==> config.mk <==
export PLATFORM = sky130hd
export DESIGN_NAME = fp16_acc_feeder
export DESIGN_NICKNAME = d
export VERILOG_FILES = /design/src/rtl/fp16_acc_feeder.sv
export SDC_FILE = /design/constraint.sdc
export NUM_CORES = 1
export LEC_CHECK = 0
export CAP_MARGIN = 20
export CORE_MARGIN = 10
export CORE_UTILIZATION = 30
export CTS_CLUSTER_DIAMETER = 60
export DETAILED_ROUTE_END_ITERATION = 10
export GPL_TIMING_DRIVEN = 0
export PLACE_DENSITY_LB_ADDON = 0.25
export SETUP_SLACK_MARGIN = 0.3
export SLEW_MARGIN = 15
export SYNTH_ARGS = -nofsm -noshare
export SYNTH_HDL_FRONTEND = slang
export SYNTH_SLANG_ARGS = --single-unit
==> constraint.sdc <==
create_clock -name clk -period 2.6 [get_ports clk]
set_clock_uncertainty 0.05 [all_clocks]
set_input_delay 0.26 -clock clk [delete_from_list [all_inputs] [get_ports clk]]
set_output_delay 0.26 -clock clk [all_outputs]
set_load 0.005 [all_outputs]
==> src/rtl/fp16_acc_feeder.sv <==
// fp16_acc_feeder: buffers one fp16 vector, streams it into an external
// accumulator, captures the accumulator's sum and holds it for downstream.
// No arithmetic happens here; words pass through bit-exact.
module fp16_acc_feeder #(
    parameter int DEPTH = 16
) (
    input  logic                     clk,
    input  logic                     rst,
    input  logic                     in_valid,
    output logic                     in_ready,
    input  logic [15:0]              in_data,
    input  logic                     in_last,
    output logic [15:0]              acc_a,
    output logic                     acc_done,
    input  logic [15:0]              acc_sum,
    output logic                     res_valid,
    input  logic                     res_ready,
    output logic [15:0]              res_data,
    output logic [$clog2(DEPTH):0]   res_count,
    output logic                     busy
);

    localparam int AW = $clog2(DEPTH);
    localparam int CW = AW + 1;

    typedef enum logic [1:0] {LOAD, STREAM, CAPTURE, HOLD} state_t;

    state_t          state, state_nx;
    logic [CW-1:0]   wr_cnt, rd_ptr;
    logic [15:0]     buf_mem [DEPTH];
    logic            accept;
    logic            stream_last;

    // The element under rd_ptr is the final one of the buffered vector.
    assign stream_last = (rd_ptr == wr_cnt - CW'(1));

    // Next-state and Moore outputs; idle states keep the accumulator cleared
    // by holding acc_done high with a zero operand.
    always_comb begin
        state_nx  = state;
        in_ready  = 1'b0;
        acc_done  = 1'b1;
        acc_a     = 16'h0000;
        busy      = 1'b1;
        res_valid = 1'b0;
        accept    = 1'b0;
        case (state)
            LOAD: begin
                in_ready = 1'b1;
                busy     = 1'b0;
                accept   = in_valid;
                // Explicit last, or the buffer just filled (forced last).
                if (in_valid && (in_last || wr_cnt == CW'(DEPTH - 1)))
                    state_nx = STREAM;
            end
            STREAM: begin
                acc_a    = buf_mem[rd_ptr[AW-1:0]];
                acc_done = stream_last;
                if (stream_last)
                    state_nx = CAPTURE;
            end
            CAPTURE: begin
                state_nx = HOLD;
            end
            HOLD: begin
                res_valid = 1'b1;
                if (res_ready)
                    state_nx = LOAD;
            end
            default: state_nx = LOAD;
        endcase
    end

    // State register.
    always_ff @(posedge clk) begin
        if (rst) state <= LOAD;
        else     state <= state_nx;
    end

    // Write count and read pointer; both rewind when the result is taken.
    always_ff @(posedge clk) begin
        if (rst) begin
            wr_cnt <= '0;
            rd_ptr <= '0;
        end else begin
            case (state)
                LOAD:    if (accept) wr_cnt <= wr_cnt + CW'(1);
                STREAM:  rd_ptr <= rd_ptr + CW'(1);
                HOLD:    if (res_ready) begin
                             wr_cnt <= '0;
                             rd_ptr <= '0;
                         end
                default: ;
            endcase
        end
    end

    // Vector buffer; contents after reset are don't-care, so no reset here.
    always_ff @(posedge clk) begin
        if (accept)
            buf_mem[wr_cnt[AW-1:0]] <= in_data;
    end

    // Result capture: the accumulator output is final in the CAPTURE cycle.
    always_ff @(posedge clk) begin
        if (rst) begin
            res_data  <= 16'h0000;
            res_count <= '0;
        end else if (state == CAPTURE) begin
            res_data  <= acc_sum;
            res_count <= wr_cnt;
        end
    end

endmodule

==> flow_metrics.py <==
metrics = {
    "global_route": {
        "grt_overflow": 0,
        "antenna_found_initial": 2,
        "grt_usage": 0.119,
        "grt_pass1_wl_mm": 42.0,
        "grt_max_degree": 17,
        "grt_pass1_vias": 6684,
    },
    "routing": {
        "firstDrtPassIters": 5,
        "via_per_inst": 4.72,
        "drc": 0,
        "ant_nets": 0,
        "finalWirelength_mm": 27.9,
        "wl_per_cell_um": 21.8,
        "via_count": 6052,
        "detailedRoute.firstIterationViolations": 481,
    },
    "yosys": {
        "synth.area.top_cells": "edfxtp_1, mux4_2, dfxtp_1",
        "yosys-top-cells-count": "edfxtp_1, mux4_2, nor2_1, dfxtp_1, mux2i_1",
        "yosysMostFrequentCell": "edfxtp_1",
        "synthDistinctLibCells": 37,
        "yosysSeqAreaShare": 0.736,
        "yosys_warnings": 0,
        "netlist.area_leader.share": 0.672,
        "ys.flop_type": "edfxtp_1",
        "syn_area_per_cell_um2": 20.1,
        "async_reset_ff_frac": 0,
        "synthesis.area_um2": 11400,
        "synth_nets": 618,
        "syn_inst": 570,
        "synth_edf_count": 256,
        "synth_area_leader_cell": "edfxtp_1",
        "synth.ff_latch_count": 293,
    },
    "sta": {
        "rsz0062_at_grt": "true",
        "setup_viol": 16,
        "tightest_slew_ps": 736,
        "final_max_slew_viol_count": 0,
        "max_freq_mhz": 331,
        "worst_slack_ps": -425,
        "period_share": 1.16,
        "fin_crit_ps": 3020,
        "max-slew-margin-rel": 0.509,
        "finalHoldViolCount": 0,
    },
    "clock_tree": {
        "clk_pin_slew_ps": 60,
        "cts_hold_buf": 0,
        "tritoncts": "done",
        "cts_root_buf": "clkbuf_16",
        "clkSinkCount": 293,
        "cts_buffer_depth": 3,
        "clk_latency_ps": 560,
        "htree_levels": 1,
        "numCtsBuffers": 31,
    },
    "finish": {
        "nets": 795,
        "antennaDiodeCount": 0,
        "final_util": 0.401,
        "syn2layout_area_growth_pct": 31.9,
        "drive_gt1_frac": 0.355,
    },
    "placement": {
        "place_hpwl_mm": 18.1,
        "routabilityCongestion": 0.776,
        "io_buffers": 76,
    },
    "setup_path": {
        "crit_required_ps": 2290,
        "worstPathArrival_ps": 2710,
        "start_kind": "flip-flop",
        "crit_fanout": 4,
        "critical_path_class": "reg -> out",
        "setup.worst_path.end_class": "primary output",
    },
    "floorplanning": {
        "dieArea_um2": 46400,
        "rows": 71,
        "core_area_um2": 37700,
        "die_h_um": 215,
        "die_w_um": 215,
        "initial_core_util": 0.304,
        "io_pins": 78,
    },
    "min_path": {
        "hold_path.class": "in -> reg",
    },
    "status": {
        "violations": "setup timing",
        "run_status": "complete, but fails checks",
    },
    "power_and_ir_drop": {
        "p_leak_nw": 4.86,
        "power_w": 0.0127,
        "power.density_nw_per_um2": 841,
        "ir_worst_vdd_mv": 0.595,
    },
    "flow_run": {
        "cap_violations": 0,
    },
}
-- routing by layer --
metal,up-vias,global-route usage,part of all wire
met1,3179,0.151,0.43
met3,41,0.0317,0.056
li1,2658,-,-
met2,170,0.201,0.49
met4,4,0.0232,0.020
met5,-,0,0.0011
-- stage by stage --
| stage | instances | setup TNS (ps) | hold slack (ps) | instance area (um2) | worst slack [ps] |
|---|---|---|---|---|---|
| floorplan | 570 | 0 | 309 | 11500 | 391 |
| global placement | 1157 | -151080 | 427 | 12900 | -712 |
| detailed placement | 1169 | -12690 | 440 | 13100 | -769 |
| CTS | 1280 | -6330 | 9.61 | 15000 | -450 |
| global route | 1282 | -7250 | 65.2 | 15100 | -518 |
| finish | 1282 | -5980 | 41.3 | 15100 | -425 |
-- registers in the layout, summed over array words and instances (netlist names), named ones only --
signal     cells
buf_mem      256
res_data      16
rd_ptr         5
res_count      5
wr_cnt         5
state          2
-- placed cells by master (no fill, tap or decap), drive strengths merged, types with 2 or more instances in the layout --
| cell type | count |
|---|---|
| edfxtp | 256 |
| buf | 102 |
| mux4 | 80 |
| clkdlybuf4s50 | 58 |
| nor2 | 49 |
| clkbuf | 49 |
| dfxtp | 37 |
| mux2i | 22 |
| clkinv | 17 |
| and2 | 16 |
| ha | 11 |
| inv | 9 |
| nor3 | 6 |
| nand2b | 5 |
| nand3 | 5 |
| o21ai | 5 |
| xnor2 | 4 |
| xor2 | 4 |
| a21oi | 4 |
| nand2 | 3 |
| nand4 | 3 |
| bufinv | 3 |
| nor2b | 2 |
| a31o | 2 |
| a41o | 2 |
| a22oi | 2 |
| a311oi | 2 |
| or3 | 2 |
-- cells by family after synthesis --
group                      after synthesis  synth area share
DFF                                    293             0.736
muxes                                  102             0.177
and+or+nand+nor                         93            0.0385
buffers and inverters                   39            0.0155
AOI/OAI and AO/OA                       24            0.0149
adders and majority gates               11            0.0120
xor gates and xnor gates                 8           0.00612
-- critical path, cell delays in order, from the launching register on --
cell and delay, ps:
dfxtp_2 340, buf_12 130, buf_8 120, buf_12 100, buf_16 110, buf_8 100, mux4_2 490, mux4_2 460
and2_4 190, buf_6 110
-- layout make-up --
| cell class | count | area (um2) |
|---|---|---|
| Fill cell | 3376 | 22600 |
| Tap cell | 511 | 639 |
| Clock buffer | 35 | 791 |
| Sequential cell | 293 | 8440 |
| Inverter | 8 | 32.5 |
| Multi-Input combinational cell | 238 | 3060 |
| Timing Repair Buffer | 144 | 1660 |
| Clock inverter | 22 | 186 |
| Buffer | 31 | 290 |
-- worst paths after layout --
kind                             startpoint                        end  slack [ps]  depth (start not counted)
setup reg to reg     wr_cnt[2]$_SDFFE_PP0P_      state[0]$_SDFFE_PP0P_         440                          8
hold reg to reg   res_data[13]$_SDFFE_PP0P_  res_data[13]$_SDFFE_PP0P_         450                          2
setup / recovery                  flip-flop                  acc_a[15]        -420                          9
hold / removal                          rst      state[1]$_SDFFE_PP0P_          40                          2
-- repair_timing --
action	CTS	global route
endpoints found under the hold margin	0	0
cloned	3	0
pin swaps	14	3
endpoints found under the setup margin	264	26
resized for setup	192	11
setup buffers	51	2
-- power by group --
group | switching (W) | internal, W | total (W)
clock | 0.00176 | 0.00247 | 0.00422
combinational | 0.00129 | 0.00178 | 0.00307
sequential | 0.0000777 | 0.00533 | 0.00541
Note: power is estimated with default switching activity, not from simulation.
